===== src/rtl/regbank_access_arbiter.sv =====
// Arbiter/sequencer for the single-ported 4x8 register bank: accept -> bank cycle -> response.
// Define REGBANK_ARB_FIXED_PRIO_EN for fixed priority (requester 0 wins); default is round-robin.
module regbank_access_arbiter #(
    parameter int unsigned DATA_W  = 8,
    parameter int unsigned ADDR_W  = 2,
    parameter int unsigned TIMEOUT = 15
) (
    input  logic                  clk,
    input  logic                  rst_n,
    input  logic [1:0]            req_valid,
    input  logic [1:0]            req_wr,
    input  logic [2*ADDR_W-1:0]   req_rs,
    input  logic [2*DATA_W-1:0]   req_data,
    output logic [1:0]            req_ready,
    output logic [1:0]            resp_valid,
    input  logic [1:0]            resp_ready,
    output logic [DATA_W-1:0]     resp_data,
    output logic                  bank_wr,
    output logic [ADDR_W-1:0]     bank_rs,
    output logic [DATA_W-1:0]     bank_data,
    input  logic [DATA_W-1:0]     bank_regval,
    output logic                  busy,
    output logic                  timeout_err,
    output logic [1:0]            fsm_state
);

    // Handshakes: a request transfers in the cycle where req_valid[i] & req_ready[i] are both high;
    // a response transfers in the cycle where resp_valid[i] & resp_ready[i] are both high.

    typedef enum logic [1:0] {
        IDLE   = 2'd0,
        ACCESS = 2'd1,
        RESP   = 2'd2
    } state_t;

    localparam logic [3:0] TO_LAST = (TIMEOUT == 0) ? 4'd0 : 4'(TIMEOUT - 1);

    state_t              state, state_next;
    logic                grant, grant_next;
    logic                wr_l, wr_next;
    logic [ADDR_W-1:0]   rs_l, rs_next;
    logic [DATA_W-1:0]   data_l, data_next;
    logic                issued, issued_next;
    logic [3:0]          cnt, cnt_next;
    logic                g_pick;

    logic [1:0]          req_ready_next;
    logic [1:0]          resp_valid_next;
    logic [DATA_W-1:0]   resp_data_next;
    logic                bank_wr_next;
    logic [ADDR_W-1:0]   bank_rs_next;
    logic [DATA_W-1:0]   bank_data_next;
    logic                busy_next;
    logic                timeout_err_next;

`ifndef REGBANK_ARB_FIXED_PRIO_EN
    logic                rr_ptr, rr_next;
`endif

    assign fsm_state = state;

    always_ff @(posedge clk or negedge rst_n) begin
        if (!rst_n) begin
            state <= IDLE;
        end else begin
            state <= state_next;
        end
    end

    always_comb begin
        state_next       = state;
        grant_next       = grant;
        wr_next          = wr_l;
        rs_next          = rs_l;
        data_next        = data_l;
        issued_next      = issued;
        cnt_next         = cnt;
        req_ready_next   = 2'b00;
        resp_valid_next  = resp_valid;
        resp_data_next   = resp_data;
        bank_wr_next     = 1'b0;
        bank_rs_next     = bank_rs;
        bank_data_next   = bank_data;
        timeout_err_next = timeout_err;
`ifdef REGBANK_ARB_FIXED_PRIO_EN
        g_pick = ~req_valid[0];
`else
        rr_next = rr_ptr;
        g_pick  = (&req_valid) ? rr_ptr : req_valid[1];
`endif

        case (state)
            IDLE: begin
                if (|req_valid) begin
                    req_ready_next[g_pick] = 1'b1;
                    grant_next  = g_pick;
                    wr_next     = g_pick ? req_wr[1] : req_wr[0];
                    rs_next     = g_pick ? req_rs[2*ADDR_W-1:ADDR_W] : req_rs[ADDR_W-1:0];
                    data_next   = g_pick ? req_data[2*DATA_W-1:DATA_W] : req_data[DATA_W-1:0];
                    issued_next = 1'b0;
                    state_next  = ACCESS;
`ifndef REGBANK_ARB_FIXED_PRIO_EN
                    rr_next     = ~g_pick;
`endif
                end
            end
            ACCESS: begin
                // First ACCESS cycle loads the bank pins; second one sees the bank's answer.
                if (!issued) begin
                    bank_wr_next   = wr_l;
                    bank_rs_next   = rs_l;
                    bank_data_next = data_l;
                    issued_next    = 1'b1;
                end else begin
                    resp_data_next         = wr_l ? data_l : bank_regval;
                    resp_valid_next        = 2'b00;
                    resp_valid_next[grant] = 1'b1;
                    cnt_next               = 4'd0;
                    state_next             = RESP;
                end
            end
            RESP: begin
                if (resp_ready[grant]) begin
                    resp_valid_next = 2'b00;
                    state_next      = IDLE;
                end else if (TIMEOUT != 0) begin
                    if (cnt == TO_LAST) begin
                        resp_valid_next  = 2'b00;
                        timeout_err_next = 1'b1;
                        state_next       = IDLE;
                    end else begin
                        cnt_next = cnt + 4'd1;
                    end
                end
            end
            default: begin
                resp_valid_next = 2'b00;
                state_next      = IDLE;
            end
        endcase

        busy_next = (state_next != IDLE);
    end

    always_ff @(posedge clk or negedge rst_n) begin
        if (!rst_n) begin
            grant       <= 1'b0;
            wr_l        <= 1'b0;
            rs_l        <= '0;
            data_l      <= '0;
            issued      <= 1'b0;
            cnt         <= 4'd0;
            req_ready   <= 2'b00;
            resp_valid  <= 2'b00;
            resp_data   <= '0;
            bank_wr     <= 1'b0;
            bank_rs     <= '0;
            bank_data   <= '0;
            busy        <= 1'b0;
            timeout_err <= 1'b0;
        end else begin
            grant       <= grant_next;
            wr_l        <= wr_next;
            rs_l        <= rs_next;
            data_l      <= data_next;
            issued      <= issued_next;
            cnt         <= cnt_next;
            req_ready   <= req_ready_next;
            resp_valid  <= resp_valid_next;
            resp_data   <= resp_data_next;
            bank_wr     <= bank_wr_next;
            bank_rs     <= bank_rs_next;
            bank_data   <= bank_data_next;
            busy        <= busy_next;
            timeout_err <= timeout_err_next;
        end
    end

`ifndef REGBANK_ARB_FIXED_PRIO_EN
    always_ff @(posedge clk or negedge rst_n) begin
        if (!rst_n) begin
            rr_ptr <= 1'b0;
        end else begin
            rr_ptr <= rr_next;
        end
    end
`endif

endmodule


===== config.mk =====
export PLATFORM = sky130hd
export DESIGN_NAME = regbank_access_arbiter
export DESIGN_NICKNAME = d
export VERILOG_FILES = /design/src/rtl/regbank_access_arbiter.sv
export SDC_FILE = /design/constraint.sdc
export NUM_CORES = 1
export LEC_CHECK = 0
export CORE_MARGIN = 4
export CORE_UTILIZATION = 52
export CTS_BUF_LIST = sky130_fd_sc_hd__clkbuf_4 sky130_fd_sc_hd__clkbuf_8
export CTS_CLUSTER_DIAMETER = 40
export DETAILED_ROUTE_END_ITERATION = 16
export PLACE_DENSITY = 0.93
export SLEW_MARGIN = 40
export SYNTH_ARGS = -nofsm -noshare
export SYNTH_HDL_FRONTEND = slang
export SYNTH_SLANG_ARGS = --single-unit

===== constraint.sdc =====
create_clock -name clk -period 3.25 [get_ports clk]
set_input_delay 0.8125 -clock clk [delete_from_list [all_inputs] [get_ports clk]]
set_output_delay 0.8125 -clock clk [all_outputs]
set_load 0.1 [all_outputs]

After elaboration in Yosys (flattened, before gate mapping)
Cells that the tools add are included.
{"block": "classes", "n_addsub": 1, "n_lt_le_gt_ge": 4, "n_eq_ne": 8, "mux": 30, "n_bitwise": 4, "reduce_logical": 15}
{"cell": "$mux 2", "count": 10}
{"cell": "$mux 8", "count": 2}
{"cell": "$mux 4", "count": 3}
{"cell": "$pmux 2 s3", "count": 2}
{"cell": "$reduce_and 2->1", "count": 5}
{"cell": "$mux 1", "count": 9}
{"cell": "$ne 2x2->1 const B", "count": 4}
{"cell": "$pmux 4 s2", "count": 1}
{"cell": "$reduce_and 3->1", "count": 2}
{"cell": "$reduce_bool 2->1", "count": 3}
{"cell": "$add 4x1->4 const B", "count": 1}
{"cell": "$eq 4x4->1 const B", "count": 1}
{"cell": "$lt 1x2->1 const B", "count": 2}
{"cell": "$not 1->1", "count": 4}
{"cell": "$reduce_and 4->1", "count": 1}
{"cell": "$ne 3x3->1 const B", "count": 1}
{"cell": "$demux 1 s1", "count": 2}
{"cell": "$eq 2x1->1 const B", "count": 1}
{"cell": "$eq 2x2->1 const B", "count": 1}
{"cell": "$ge 1x1->1 const B", "count": 2}
{"cell": "$logic_and 1x1->1", "count": 2}
{"cell": "$logic_not 2->1", "count": 1}
{"cell": "$pmux 1 s2", "count": 1}
{"cell": "$reduce_or 2->1", "count": 1}
{"block": "word_totals", "ff_bits": 45, "input_bits": 36, "out_inout_bits": 27, "elab_cells": 78}

Depth between registers and ports, before layout
{"block": "logic_depth", "ltp_word": 8, "depth_mapped": 5, "ltp_nobuf": 5}

Worst setup path before layout
Ideal clock, no wire load.
{"block": "synth_path", "kind": "flip-flop to flip-flop", "startpoint": "register state[0] (netlist: fsm_state[0])", "endpoint": "register cnt[2]", "setup_time_ns": 0.126, "arrival_time_ns": 1.883, "setup_slack_ns": 1.241, "path_stages_with_launch": 6, "path_cell_list": "dfrtp_1 buf_6 and2b_1 buf_6 and3_4 a221o_1"}
{"block": "synth_via", "elab_chain_cells": 3}
{"element": "start: declaration", "line_no": "38", "rtl": "state_t state, state_next;"}
{"element": "start signal: assignment", "line_no": "66", "rtl": "state <= state_next;"}
{"element": "$eq 2x2->1 or $eq 2x1->1 (tied branches)", "line_no": "92", "rtl": "case (state)"}
{"element": "$ne 2x2->1 (no line) or $reduce_bool 2->1 (tied branches)"}
{"element": "$reduce_and 4->1 (no line)"}
{"element": "end signal: assignment", "line_no": "167", "rtl": "cnt <= cnt_next;"}
{"element": "end: declaration", "line_no": "44", "rtl": "logic [3:0] cnt, cnt_next;"}
Several ways; a longest one is shown, not always the timed one.
A chain may end at the register's enable or synchronous reset.

Final worst setup path
{"block": "layout_path", "startpoint": "input req_valid[1]", "endpoint": "register data_l[0]"}
{"block": "layout_via", "elab_chain_cells": 3}
{"element": "start: declaration", "line_no": "10", "rtl": "input logic [1:0] req_valid,"}
{"element": "$reduce_and 2->1", "line_no": "89", "rtl": "g_pick = (&req_valid) ? rr_ptr : req_valid[1];"}
{"element": "$mux 1", "line_no": "89"}
{"element": "$mux 8", "line_no": "99", "rtl": "data_next = g_pick ? req_data[2*DATA_W-1:DATA_W] : req_data[DATA_W-1:0];"}
{"element": "end signal: assignment", "line_no": "165", "rtl": "data_l <= data_next;"}
{"element": "end: declaration", "line_no": "42", "rtl": "logic [DATA_W-1:0] data_l, data_next;"}
Several ways; a longest one is shown, not always the timed one.

==> summary by stage <==
Status
The run finished with clean final reports.

Placement
The congestion estimate from routability-driven global placement came to 0.8730. The number of buffer cells added on primary ports is 62. The total half-perimeter wirelength after legalization and detailed placement is 3565 microns. The cell area after placement is 2595 sq um.

Clock tree
The clock latency at the later pin of the worst-skew pair is 300 ps. The clock passes through at most 2 buffers. The number of gates resized after CTS was 0. The number of post-CTS setup repair buffers is 0.

The clock buffer count from CTS is 5. The clock root buffer is clkbuf_8. The clock tree synthesis step divided the H-tree into 2 levels. CTS saw 45 sinks. After clock tree synthesis, the clock-pin slew on the worst setup and hold paths is 90 ps. TritonCTS built the clock tree. After clock tree synthesis, the flow added hold-fix buffers numbering 0.

STA
The hold violation count in the final report came to 0. Summed over all failing endpoints, the final setup total negative slack is 0 ps. The final worst clock skew is 8.541 ps.

The max-slew violation count is 0. The slew at the pin closest to its max-slew limit is 662.4 ps. Setup violations remaining at the end of the flow were counted as 0. The post-route minimum period is 2151 ps.

The headroom to the max-slew limit is 55.70%. The maximum clock frequency is 464.9 MHz. Setup repair after global routing left no endpoint under its margin. The final clock period utilization by the worst path is 66.19%.

Finish
Summing all flip-flop and latch instances after layout gives 1126 sq um. The diode insertion count for antenna repair is 0. For this run, the post-layout net count is 269. Counting the fill cells in the layout gives 279. The finished cells cover 2729 sq um. The area growth from synthesis to layout is 33.39%. The multi-input gate area in the final layout is 817.0 sq um.

Of the cells placed in the final design, the portion with a size suffix greater than 1 is 20.26%.

GRT
The total overflow left after global routing is 0. The first global-routing pass estimated 8355 microns of wire. The pin count of the biggest net entering global routing is 46. The number of global-route vias before repair is 1667.

The overall routing resource usage is 21.50%. The number of antenna violations at the first check in global routing is 0.

Yosys
The net count after synthesis is 207. The post-synthesis area per instance is 12.10 sq um. In this run, synthesis inferred 0 flip-flops with an integrated enable.

The total standard cell area after synthesis is 2046 sq um. The synthesized netlist cell count is 169. Ranked by total cell area, the synthesized netlist is headed by dfrtp_1 (55%), mux2_1 (5.0%), a221o_1 (4.4%). For this run, the number of Yosys warnings is 0.

Summing the sequential cell areas from Yosys gives 55.05% of the chip area. In the synthesized netlist, the cells that appear most often are dfrtp_1 (45), nand2_1 (13), o21ai_0 (10). The most area-hungry cell type in the Yosys netlist is dfrtp_1. The leading cell type by number of instances after synthesis is dfrtp_1. Summed over its instances, the top area cell type makes up 55.05% of the synthesized netlist area.

The synthesized netlist contains 39 unique library cells. The async set-reset flop share out of synthesis is 100.0%. Among all flip-flop cells after synthesis, the most frequent one is dfrtp_1. Synthesis inferred 45 register bits.

Die
Pin placement for this block handled 63 I/O pins. The total die area is 5001 sq um. The die width is 70.72 microns. The initial utilization of the core area, before any placement, comes to 54.65%.

The area of the core is 3744 sq um. The height of the die is 70.72 microns. After floorplanning, the core was divided into 22 placement rows.

Routing
Summed over all layers, the routed wires come to 5049 microns. In the final routed layout, each cell accounts on average for 18.03 microns. The number of violations reported at the end of detailed-routing iteration 0 is 109.

Once detail routing completed, the nets flagged for antenna violations numbered 0. In the routed layout, each cell is associated on average with a via count of 5.671. The first-pass iteration count of the detailed router is 4. For this run, design rule violations remaining after detail routing come to 0. The detailed router placed 1588 vias in this run.

Hold path
The path class of the tightest hold or removal check is flip-flop to flip-flop.

Run
The number of max-cap violations is 0.

Critical path
STA classifies the critical path startpoint as an input pin. The critical path required time is 3490 ps. The critical-path maximum fanout is 10. The critical path is of the input pin to flip-flop type.

At the worst endpoint, the arrival time is 2390 ps. The worst setup path is captured at a flip-flop.
-- registers in the layout, indices dropped and copies added, names as in the netlist --
| register | count |
|---|---|
| bank_data | 8 |
| data_l | 8 |
| resp_data | 8 |
| cnt | 4 |
| bank_rs | 2 |
| fsm_state | 2 |
| req_ready | 2 |
| resp_valid | 2 |
| rs_l | 2 |
| bank_wr | 1 |
| busy | 1 |
| grant | 1 |
| issued | 1 |
| rr_ptr | 1 |
| timeout_err | 1 |
| wr_l | 1 |
-- path summary, 6_finish.rpt --
check,from,endpoint,slack [ps],cells past startpoint
hold / removal,timeout_err,timeout_err,480,1
setup reg to reg,fsm_state[1],bank_data[1],1340,4
max in group asynchronous,rst_n,bank_data[6],2380,1
hold reg to reg,timeout_err,timeout_err,480,1
setup / recovery,req_valid[1],data_l[0],1100,4
min in group asynchronous,rst_n,timeout_err,490,1
-- worst max-delay path, stage by stage --
cell	delay, ps
clkdlybuf4s50_1	580
inv_2	100
nor4_4	620
a221o_1	270
-- metal layers --
layer / share of wire [%] / track usage, %
met5: 0 / 0
met4: 2.1 / 8.142
met3: 5.1 / 5.682
met2: 51 / 34.71
met1: 42 / 27.83
-- layout make-up --
cell class                 instances  share of cell area (%)
sequential                        45                   41.27
multi-input combinational        107                   29.94
timing repair buffer              63                   20.45
clock buffer                       5                   2.522
clock inverter                     3                   2.384
tap                               48                   2.201
inverter                           9                   1.238
-- per-stage QoR --
stage,hold slack [ps],util [%],cells,setup WS (ps)
detailed placement,465.0,69.32,272,870.6
global placement,462.2,69.25,272,926.7
CTS,486.6,72.89,280,1120
floorplan,457.6,-,169,1241
finish,484.0,72.89,280,1099
global route,512.7,72.89,280,1058
-- layout by cell type, fill, tap and decap left out, drive strengths merged, types with 5 or more instances in the layout --
cell type / n
dfrtp: 45
clkdlybuf4s50: 34
buf: 29
o21ai: 14
nand2: 13
mux2: 11
mux2i: 10
a221o: 9
inv: 9
a21boi: 8
a31oi: 5
nand3b: 5
a21oi: 5
clkbuf: 5
-- cells by family after synthesis --
logic type,count (synthesis),synth area share (%)
AOI/OAI and AO/OA,47,15.78
DFF,45,55.05
and+or+nand+nor,37,11.38
muxes,21,11.56
buffers and inverters,17,5.014
adders and majority gates,2,1.223
Power is left out: the tool's default activity adds up to more than one toggle a clock period on the data nets, which glitch-free logic cannot reach.
==> patch 1 (config.mk and constraints unchanged) <==
The parameter `ADDR_W` goes from 2 to 3.
--- a/src/rtl/regbank_access_arbiter.sv
+++ b/src/rtl/regbank_access_arbiter.sv
@@ -2,7 +2,7 @@
 // Define REGBANK_ARB_FIXED_PRIO_EN for fixed priority (requester 0 wins); default is round-robin.
 module regbank_access_arbiter #(
     parameter int unsigned DATA_W  = 8,
-    parameter int unsigned ADDR_W  = 2,
+    parameter int unsigned ADDR_W  = 3,
     parameter int unsigned TIMEOUT = 15
 ) (
     input  logic                  clk,
Ports: changed (resized bank_rs and req_rs); port bits go from 63 to 66. The function was not compared with the original's and may differ.
==> patch 1 against the original RTL <==
- final area fell by 1.1%
- synthesized area down 3.1%
- wire length down 14%
- sequential cell count grew 2
- worst setup slack better by 110 ps
- largest cell class unchanged
Power is left out: the tool's default activity adds up to more than one toggle a clock period on the data nets, which glitch-free logic cannot reach.
==> patch 1: results (changes against the original RTL) <==
Status = finished clean
DRT Wirelength = 4.33 mm (-14%)
Async SR Flop Fraction = 1.00 (unchanged)
Crit Path Max Fanout = 11 (+1)
Clock slew at reported path FFs = 80 ps
Largest regs = bank_data: 8 flops, data_l: 8 flops, resp_data: 8 flops
Reg2Reg Depth = 3 (-1)
Ys flop type = dfrtp_1
Clock root buffer = clkbuf_8
Via density = 5.33 (-6.0%)
First-pass GRT wire length = 7.24 mm (-13%)
Initial antenna violation count = 0 (unchanged)
DRT Pass-1 Iters = 4 (unchanged)
Ys Warns = 0 (unchanged)
CP delay by family, top = buffers and inverters
Largest net degree at the start of global routing = 48 (+4.3%)
Max clock buf depth = 2 (unchanged)
Cts bufs inserted = 5 (unchanged)
Hold depth = 1 (unchanged)
Worst stage delay on the critical path = 540 ps (-80 ps)
GRT Total Usage = 0.190 (-0.0250)
Worst slew pin tran = 697 ps (+34.5 ps)
PortBufs = 65 (+4.8%)
Nets = 268 (-0.37%)
Max Clock Skew = 3.77 ps (-4.77 ps)
Slowest cell on crit path = clkdlybuf4s50_1
Clk_lat worst skew = 300 ps (about the same)
Fin cells = 277 (-1.1%)
Vias in the first global route = 1,494 (-10%)
HP Class = flip-flop to flip-flop
Unique masters post-synth = 31 (-21%)
Syn nets = 202 (-2.4%)
Final GP Congestion = 0.730 (-16%)
1st-iter DRT viols = 61 (-44%)
Post-cts resize count = 0 (unchanged)
Post-synth top cells = dfrtp_1, nand2_1, mux2i_1
Register area share after synthesis = 0.593 (+0.0430)
Post-Syn Area per Cell = 12.2 µm² (+1.1%)
Share of layout cells above drive strength 1 = 0.201 (-0.00171)
Synth top area cells = dfrtp_1, mux2i_1, mux2_1
ANT cells = 0 (unchanged)
Hold Buf Count CTS = 0 (unchanged)
Setup Fix Bufs, Post-CTS = 0 (unchanged)
Post-DP HPWL = 3.13 mm (-12%)
WP data arrival = 2270 ps (-120 ps)
H-Tree Depth = 2 (unchanged)
[patch 1: cell type report]
type	instances	area, µm²
multi-input combinational	104	754
sequential	47	1180
tap	48	60.1
clock buffer	8	104
inverter	3	11.3
timing repair buffer	67	593
fill	272	962
[patch 1: routing by layer]
| layer | GRT usage | wire length [µm] |
|---|---|---|
| met5 | 0 | 0 |
| met4 | 0.0638 | 62 |
| met3 | 0.0594 | 296 |
| met2 | 0.311 | 2080 |
| met1 | 0.239 | 1900 |
[patch 1: final timing paths]
kind / startpoint / to / slack (ps)
setup / recovery: req_valid[1] / data_l[3] / 1210
hold / removal: timeout_err / timeout_err / 490
setup reg to reg: fsm_state[1] / bank_rs[2] / 1470
hold reg to reg: timeout_err / timeout_err / 490
max in group asynchronous: rst_n / issued / 2350
min in group asynchronous: rst_n / rs_l[2] / 510
[patch 1: cells by family after synthesis]
logic type / synth area share
AND/OR/NAND/NOR: 0.116
multiplexers: 0.128
buffers and inverters: 0.0284
flip-flops: 0.593
AO/OA/AOI/OAI: 0.122
adder cells (fa/ha/maj): 0.0126
[patch 1: stage by stage]
step                      area (µm²)  utilization  hold slack (ps)  setup WS, ps
after global routing            2700        0.737              515          1080
after global placement          2590        0.707              462           484
after detailed placement        2590        0.709              473           870
final                           2700        0.737              486          1210
after CTS                       2700        0.737              495          1180
after floorplan                 1980            -              444          1230
==> patch 2 (same settings) <==
Made on the original files. Take the reset off `data_l`, `resp_data` and `bank_data` and load them in a clocked block of their own.
--- a/src/rtl/regbank_access_arbiter.sv
+++ b/src/rtl/regbank_access_arbiter.sv
@@ -147,33 +147,33 @@
             grant       <= 1'b0;
             wr_l        <= 1'b0;
             rs_l        <= '0;
-            data_l      <= '0;
             issued      <= 1'b0;
             cnt         <= 4'd0;
             req_ready   <= 2'b00;
             resp_valid  <= 2'b00;
-            resp_data   <= '0;
             bank_wr     <= 1'b0;
             bank_rs     <= '0;
-            bank_data   <= '0;
             busy        <= 1'b0;
             timeout_err <= 1'b0;
         end else begin
             grant       <= grant_next;
             wr_l        <= wr_next;
             rs_l        <= rs_next;
-            data_l      <= data_next;
             issued      <= issued_next;
             cnt         <= cnt_next;
             req_ready   <= req_ready_next;
             resp_valid  <= resp_valid_next;
-            resp_data   <= resp_data_next;
             bank_wr     <= bank_wr_next;
             bank_rs     <= bank_rs_next;
-            bank_data   <= bank_data_next;
             busy        <= busy_next;
             timeout_err <= timeout_err_next;
         end
+    end
+
+    always_ff @(posedge clk) begin
+        data_l    <= data_next;
+        resp_data <= resp_data_next;
+        bank_data <= bank_data_next;
     end
 
 `ifndef REGBANK_ARB_FIXED_PRIO_EN
Behaviour: differs if rst_n is asserted again (counterexample within 4 cycles, from zero or initial values and one cycle with rst_n low); with rst_n held inactive, the same outputs for 10 cycles.
==> patch 2 against the original RTL <==
- die area decreased by 8.9%
- count of clock-buffer cells in the layout is 1 higher
- synthesized area fell by 10%
- worst setup slack lost 45 ps
- sequential cell count did not move
- wire length is 25% lower
- final area down 9.3%
- register-to-register slack better by 280 ps
- first-iteration DRC count is 70% lower
==> patch 2: results (changes against the original RTL) <==
Dpl cells = 223 (-18%)
Grt ovf = 0 (unchanged)
Ys flop type = edfxtp_1
First-pass GRT wire length = 5.95 mm (-29%)
Cts bufs inserted = 5 (unchanged)
Slew Limit Headroom = 0.553 (-0.00381)
Unique masters post-synth = 34 (-13%)
Largest net degree at the start of global routing = 22 (-52%)
Post-synth EDFFs = 24 (+24)
Clock slew at reported path FFs = 120 ps (+30 ps)
Max Clock Skew = 10.8 ps (+2.24 ps)
WP data arrival = 2320 ps (-70 ps)
Post-DP HPWL = 2.92 mm (-18%)
Nets = 222 (-17%)
Reg2reg start = fsm_state[1]
Ys Warns = 0 (unchanged)
CP startpoint = req_valid[0]
PortBufs = 62 (unchanged)
Psw = 1.34 mW
CP delay by family, top = buffers and inverters
Slowest cell on crit path = o21ai_2
Largest regs = bank_data: 8 flops, data_l: 8 flops, resp_data: 8 flops
Syn nets = 156 (-25%)
LEAKAGE = 1.05 nW
Async SR Flop Fraction = 0.467 (-0.533)
Initial antenna violation count = 0 (unchanged)
Crit Path Max Fanout = 13 (+3)
HP Class = primary input to asynchronous set/reset pin
Site Rows = 21 (-4.5%)
Final GP Congestion = 0.784 (-10%)
Fillers = 222 (-20%)
Post-synth top cells = edfxtp_1, dfrtp_1, mux2_1
ANT cells = 0 (unchanged)
Via density = 5.12 (-9.8%)
1st-iter DRT viols = 33 (-70%)
Cells after synthesis = 118 (-30%)
Clk_lat worst skew = 360 ps (+60 ps)
H-Tree Depth = 2 (unchanged)
Post-cts resize count = 0 (unchanged)
Maximum VDD drop = 0.000742 V
Share of layout cells above drive strength 1 = 0.303 (+0.100)
Max clock buf depth = 2 (unchanged)
GRT Total Usage = 0.184 (-0.0305)
Fin cells = 231 (-18%)
Vias in the first global route = 1,237 (-26%)
Register area share after synthesis = 0.677 (+0.126)
Clock root buffer = clkbuf_4
Status = finished clean
Synth top area cells = edfxtp_1, dfrtp_1, mux2_1
WL per Instance = 16.3 µm (-9.6%)
DRT Pass-1 Iters = 4 (unchanged)
Setup Fix Bufs, Post-CTS = 0 (unchanged)
Worst stage delay on the critical path = 540 ps (-80 ps)
-- patch 2: power by group through the flow --
stage	Sequential (mW)	Clock (mW)	Combinational [mW]
floorplan	1.69	0	0.352
global placement	0.970	0	1.35
detailed placement	0.980	0	1.38
CTS	0.968	0.271	1.38
global route	0.993	0.297	1.43
finish	0.968	0.263	1.37
-- patch 2: final timing paths --
kind	to	slack, ps	depth (start not counted)
max reg2reg	bank_rs[0]	1620	3
max	data_l[1]	1050	4
min in group clk	bank_data[6]	470	0
min reg2reg	bank_data[6]	470	0
max in group asynchronous	bank_wr	2540	1
min	rr_ptr	380	1
-- patch 2: metrics by stage --
stage / cell area, µm² / utilization / setup slack (ps)
after floorplan: 1840 / - / 1220
after global placement: 2420 / 0.715 / 749
after detailed placement: 2420 / 0.714 / 646
after CTS: 2470 / 0.730 / 1050
after global routing: 2470 / 0.730 / 980
final: 2470 / 0.730 / 1050
-- patch 2: layout make-up --
cell class              count  area [µm²]  share of cell area
flip-flops and latches     45        1250               0.504
multi-input cells          65         549               0.222
repair buffers             62         548               0.221
well taps                  46        57.6              0.0233
clock buffers               6        45.0              0.0182
inverters                   5        18.8             0.00758
clock inverters             2        10.0             0.00404
-- patch 2: kinds of logic (layout without fill, tap and decap cells) --
kind of cell | count (synthesis) | after routing | share of synthesized area
multiplexers | 22 | 22 | 0.134
flip-flops | 45 | 45 | 0.677
AND/OR/NAND/NOR | 23 | 23 | 0.0666
buffers and inverters | 8 | 75 | 0.0251
adder cells (fa/ha/maj) | 2 | 2 | 0.0136
AO/OA/AOI/OAI | 18 | 18 | 0.0842
-- patch 2: layer usage --
| metal | GRT usage | share of wire |
|---|---|---|
| met1 | 0.229 | 0.42 |
| met3 | 0.0300 | 0.045 |
| met5 | 0 | 0 |
| met4 | 0.106 | 0.023 |
| met2 | 0.304 | 0.51 |
